### src/rtl/fetch_sequencer.sv
// Multicycle instruction-fetch / PC sequencer: FETCH -> WAIT -> EXEC, one instruction in flight.
// Define FETCH_PERF_CNT_EN to add the fetch_count / redirect_count performance counters.
module fetch_sequencer #(
    parameter int unsigned PC_W     = 8,
    parameter int unsigned INSTR_W  = 16,
    parameter int unsigned IMM_W    = 6,
    parameter int unsigned RESET_PC = 0
) (
    input  logic               clk,
    input  logic               reset,
    output logic               imem_req,
    output logic [PC_W-1:0]    imem_addr,
    input  logic               imem_gnt,
    input  logic               imem_rvalid,
    input  logic [INSTR_W-1:0] imem_rdata,
    output logic [INSTR_W-1:0] instr,
    output logic [2:0]         op,
    output logic               instr_valid,
    input  logic               pcsrc,
    input  logic               jump,
    input  logic               stall,
    output logic [PC_W-1:0]    pc
`ifdef FETCH_PERF_CNT_EN
    ,
    output logic [31:0]        fetch_count,
    output logic [31:0]        redirect_count
`endif
);

    typedef enum logic [1:0] {
        S_FETCH = 2'd0,
        S_WAIT  = 2'd1,
        S_EXEC  = 2'd2
    } state_e;

    localparam int unsigned EXT_W = PC_W - IMM_W;

    state_e             state_q, state_d;
    logic [PC_W-1:0]    pc_q, pc_d;
    logic [INSTR_W-1:0] instr_q, instr_d;
    logic               instr_valid_q, instr_valid_d;

    logic [PC_W-1:0]    pc_plus1;
    logic [PC_W-1:0]    branch_off;
    logic [PC_W-1:0]    next_pc;
    logic               capture;
    logic               exec_exit;

    assign pc_plus1   = pc_q + PC_W'(1);
    assign branch_off = {{EXT_W{instr_q[IMM_W-1]}}, instr_q[IMM_W-1:0]};
    assign capture    = (state_q == S_WAIT) && imem_rvalid;
    assign exec_exit  = (state_q == S_EXEC) && !stall;

    // Jump target takes priority over a taken branch.
    always_comb begin
        if (jump) begin
            next_pc = instr_q[PC_W-1:0];
        end else if (pcsrc) begin
            next_pc = pc_plus1 + branch_off;
        end else begin
            next_pc = pc_plus1;
        end
    end

    // NOTE: every signal assigned in this block gets a default first, so no latch can be inferred.
    always_comb begin
        state_d       = state_q;
        pc_d          = pc_q;
        instr_d       = instr_q;
        instr_valid_d = instr_valid_q;
        case (state_q)
            S_FETCH: begin
                if (imem_gnt) begin
                    state_d = S_WAIT;
                end
            end
            S_WAIT: begin
                if (imem_rvalid) begin
                    instr_d       = imem_rdata;
                    instr_valid_d = 1'b1;
                    state_d       = S_EXEC;
                end
            end
            S_EXEC: begin
                if (!stall) begin
                    pc_d          = next_pc;
                    instr_valid_d = 1'b0;
                    state_d       = S_FETCH;
                end
            end
            default: begin
                instr_valid_d = 1'b0;
                state_d       = S_FETCH;
            end
        endcase
    end

    // NOTE: state registers use non-blocking assignments so all flops update from the same pre-edge values.
    always_ff @(posedge clk) begin
        if (reset) begin
            state_q       <= S_FETCH;
            pc_q          <= PC_W'(RESET_PC);
            instr_q       <= '0;
            instr_valid_q <= 1'b0;
        end else begin
            state_q       <= state_d;
            pc_q          <= pc_d;
            instr_q       <= instr_d;
            instr_valid_q <= instr_valid_d;
        end
    end

    // Request is masked while reset is held so the reset cycle never issues a fetch.
    assign imem_req    = (state_q == S_FETCH) && !reset;
    assign imem_addr   = pc_q;
    assign pc          = pc_q;
    assign instr       = instr_q;
    assign op          = instr_q[INSTR_W-1 -: 3];
    assign instr_valid = instr_valid_q;

`ifdef FETCH_PERF_CNT_EN
    logic [31:0] fetch_count_q, fetch_count_d;
    logic [31:0] redirect_count_q, redirect_count_d;

    always_comb begin
        fetch_count_d    = fetch_count_q + (capture ? 32'd1 : 32'd0);
        redirect_count_d = redirect_count_q + ((exec_exit && (jump || pcsrc)) ? 32'd1 : 32'd0);
    end

    always_ff @(posedge clk) begin
        if (reset) begin
            fetch_count_q    <= '0;
            redirect_count_q <= '0;
        end else begin
            fetch_count_q    <= fetch_count_d;
            redirect_count_q <= redirect_count_d;
        end
    end

    assign fetch_count    = fetch_count_q;
    assign redirect_count = redirect_count_q;
`else
    logic unused_perf;
    assign unused_perf = capture ^ exec_exit;
`endif

endmodule
### config.mk
export PLATFORM = sky130hd
export DESIGN_NAME = fetch_sequencer
export DESIGN_NICKNAME = d
export VERILOG_FILES = /design/src/rtl/fetch_sequencer.sv
export SDC_FILE = /design/constraint.sdc
export NUM_CORES = 1
export LEC_CHECK = 0
export BUFFER_PORTS_ARGS = -buffer_cell sky130_fd_sc_hd__buf_4
export CAP_MARGIN = 20
export CORE_MARGIN = 3
export CORE_UTILIZATION = 28
export CTS_BUF_LIST = sky130_fd_sc_hd__clkbuf_8
export DETAILED_ROUTE_END_ITERATION = 12
export PLACE_DENSITY = 0.47
export SETUP_SLACK_MARGIN = 0.15
export SYNTH_ARGS = -nofsm -noshare
export SYNTH_HDL_FRONTEND = slang
export SYNTH_SLANG_ARGS = --single-unit
export TNS_END_PERCENT = 100
### constraint.sdc
create_clock -name clk -period 6.57 [get_ports clk]
set_input_delay 1.314 -clock clk [delete_from_list [all_inputs] [get_ports clk]]
set_output_delay 1.314 -clock clk [all_outputs]
set_load 0.1 [all_outputs]
==> impl_metrics.py <==
metrics = {
    "floorplanning": {
        "die_height_um": 83.4,
        "die_w_um": 83.4,
        "initial_core_util_pct": 29.7,
        "core-area_um2": 5640,
        "rows": 27,
        "die-area_um2": 6950,
        "pin_count": 60,
    },
    "sta": {
        "rsz0062_at_grt": "no",
        "final.period_utilization_pct": 50.8,
        "finalSetupViolCount": 0,
        "fmax_ghz": 0.300,
        "min_period_ns": 3.34,
        "max_slew.worst_pin.slew_ns": 0.985,
        "maxSlewHeadroom_pct": 34.1,
        "tns_ns": 0,
        "hold_viol_final": 0,
        "finalWorstSetupSlack_ns": 3.23,
        "slew_violations": 0,
        "skew_ns": 0.00198,
    },
    "power_and_ir_drop": {
        "pwr_density_cell_nw_per_um2": 175,
        "power_mw": 0.369,
        "power.leakage_nw": 0.917,
        "ir_drop_uv": 111,
    },
    "drt": {
        "vias_per_cell": 4.63,
        "avgRoutedWirePerCell_um": 12.6,
        "routed_wl_um": 4190,
        "drt_iter0_drc": 42,
        "dr.pass1.iters": 4,
        "vias": 1538,
        "drcViolationCount": 0,
        "ant_nets": 0,
    },
    "status": {
        "status": "complete, no violations",
    },
    "logic_synthesis": {
        "yosys-top-cells-area": "dfxtp_1 32%, nand2_1 9.9%, a21oi_1 9.3%",
        "avgSynthCellArea_um2": 7.69,
        "synth_top_area_share_pct": 32.3,
        "synthSimpleGateAreaFrac_pct": 22.7,
        "synth_compound_area_share_pct": 19.2,
        "synth_adder_area_share_pct": 7.92,
        "yosys-mux-area-fraction_pct": 3.36,
        "synth_edf_count": 0,
        "synth_xor_area_share_pct": 4.71,
        "synth.ff_latch_count": 27,
        "ys_seq_area_share_pct": 32.3,
        "syn-cell-area_um2": 1680,
        "synth_top_family_by_area": "simple AND/OR/NAND/NOR gates",
        "mappedNetlistNets": 251,
        "yosys.area.top_type": "dfxtp_1",
        "ys_types": 36,
        "syn_inst": 218,
        "synthArstFlopShare_pct": 0,
        "synth_warnings": 0,
        "synthFlopType": "dfxtp_1",
    },
    "global_routing": {
        "grt_pass1_wl_um": 6930,
        "track_usage_pct": 12.0,
        "grt_max_degree": 30,
        "antenna_found_initial": 0,
        "gr-total-overflow": 0,
        "grt_pass1_vias": 1473,
    },
    "worst_setup_path": {
        "worstSetupPathType": "input pin to output pin",
        "crit_top_cell": "buf_4",
        "critPathSlowestCell": "buf_4",
        "start_kind": "input pin",
        "arrival_ns": 2.02,
        "crit_fanout": 29,
        "slowest_delay_ns": 0.32,
        "crit_required_ns": 5.26,
        "ff2ff_path_depth": 10,
        "crit_chain": "buf_4 > nor3_1 > buf_4",
        "end_kind": "output pin",
    },
    "clocking": {
        "cts_resized": 0,
        "hold_buffers": 0,
        "clock_latency_ns": 0.27,
        "tritoncts": "yes",
        "htree_levels": 1,
        "clk_pin_slew_ns": 0.09,
        "cts_root_buffer": "clkbuf_8",
        "post_cts_buffers": 0,
        "cts_num_sinks": 27,
        "cts_buffers": 3,
        "clk_path_buf_depth": 2,
    },
    "worst_hold_path": {
        "min_delay_path_depth": 2,
        "hp-class": "flop to flop",
    },
    "cells_and_area": {
        "multiInputGateArea_um2": 970,
        "fill_cells": 611,
        "seq_area_um2": 541,
        "layout-drive-gt1-share_pct": 27.3,
        "stdcell_area_um2": 2110,
        "antenna_cells": 0,
        "nNetsFinal": 294,
        "syn_to_final_growth_pct": 26.1,
    },
    "place": {
        "hpwlAfterDp_um": 3240,
        "io_buffers": 59,
        "preCtsSetupSlack_ns": 3.24,
        "place.gp.congestion": 0.745,
        "place_area_um2": 2070,
    },
    "job": {
        "drv_cap": 0,
    },
}
==> worst max-delay path, delay by kind of cell <==
kind / cells / cell delay [ns]
simple gates: 1 / 0.17
buf+inv: 2 / 0.53
==> metal layers <==
layer | track usage (%) | vias up | part of all wire, % | wire (um)
met2 | 19.6 | 42 | 45 | 1880
met3 | 2.98 | 2 | 6.0 | 251
met1 | 16.1 | 678 | 49 | 2040
li1 | - | 816 | - | -
met5 | 0 | - | 0 | 0
met4 | 2.23 | 0 | 0.62 | 26
==> synthesized netlist by cell type (all sizes together), types with 4 or more instances <==
| master | number |
|---|---|
| nand2 | 44 |
| a21oi | 31 |
| nand3 | 6 |
| clkbuf | 6 |
| buf | 15 |
| xor2 | 4 |
| nor3 | 8 |
| inv | 6 |
| xnor2 | 5 |
| ha | 9 |
| dfxtp | 27 |
| nor2 | 17 |
| a211oi | 5 |
| o21ai | 8 |
==> registers in the layout (all words and copies together) (netlist names) <==
signal	count
instr	16
instr_valid	1
state_q	2
imem_addr	8
==> path summary, 6_finish.rpt <==
kind / from / endpoint / slack [ns]
worst max register to register: imem_addr[0] / imem_addr[7] / 3.77
worst max-delay path: reset / imem_req / 3.23
worst min-delay path: instr[11] / instr[11] / 0.46
worst min register to register: instr[11] / instr[11] / 0.46
==> kinds of logic after synthesis <==
logic type | Yosys count
flops | 27
compound gates | 54
fa+ha+maj | 10
mux | 5
xor+xnor | 9
buf+inv | 27
simple gates | 86
==> layout make-up <==
| class | instances | share of cell area (%) |
|---|---|---|
| repair buffers | 59 | 21.0 |
| multi-input cells | 164 | 45.9 |
| inverters | 6 | 1.07 |
| well taps | 72 | 4.27 |
| flip-flops and latches | 27 | 25.6 |
| clock buffers | 3 | 1.95 |
| clock inverters | 1 | 0.237 |
==> stage by stage <==
step | utilization, % | hold slack [ns] | instances
2_1_floorplan | - | 0.503 | 218
3_3_place_gp | 36.6 | 0.446 | 328
3_5_place_dp | 36.6 | 0.451 | 328
4_1_cts | 37.4 | 0.465 | 332
5_1_grt | 37.4 | 0.486 | 332
6_report | 37.4 | 0.461 | 332
==> layout by cell type (no fill, tap or decap), types with 4 or more instances in the layout <==
| master | synthesis | final |
|---|---|---|
| a21oi_1 | 31 | 31 |
| a211oi_1 | 5 | 5 |
| xor2_1 | 4 | 4 |
| nor3_1 | 8 | 8 |
| buf_4 | 11 | 59 |
| dfxtp_1 | 27 | 27 |
| inv_1 | 6 | 6 |
| o21ai_0 | 8 | 8 |
| nand3_1 | 6 | 6 |
| ha_1 | 9 | 9 |
| xnor2_1 | 5 | 5 |
| nor2_1 | 16 | 16 |
| nand2_1 | 44 | 44 |
==> power breakdown <==
| part | internal, mW | switching [mW] |
|---|---|---|
| Clock | 0.0425 | 0.0502 |
| Sequential | 0.169 | 0.00639 |
| Combinational | 0.0280 | 0.0726 |
Power figures use the tool's default switching activity.
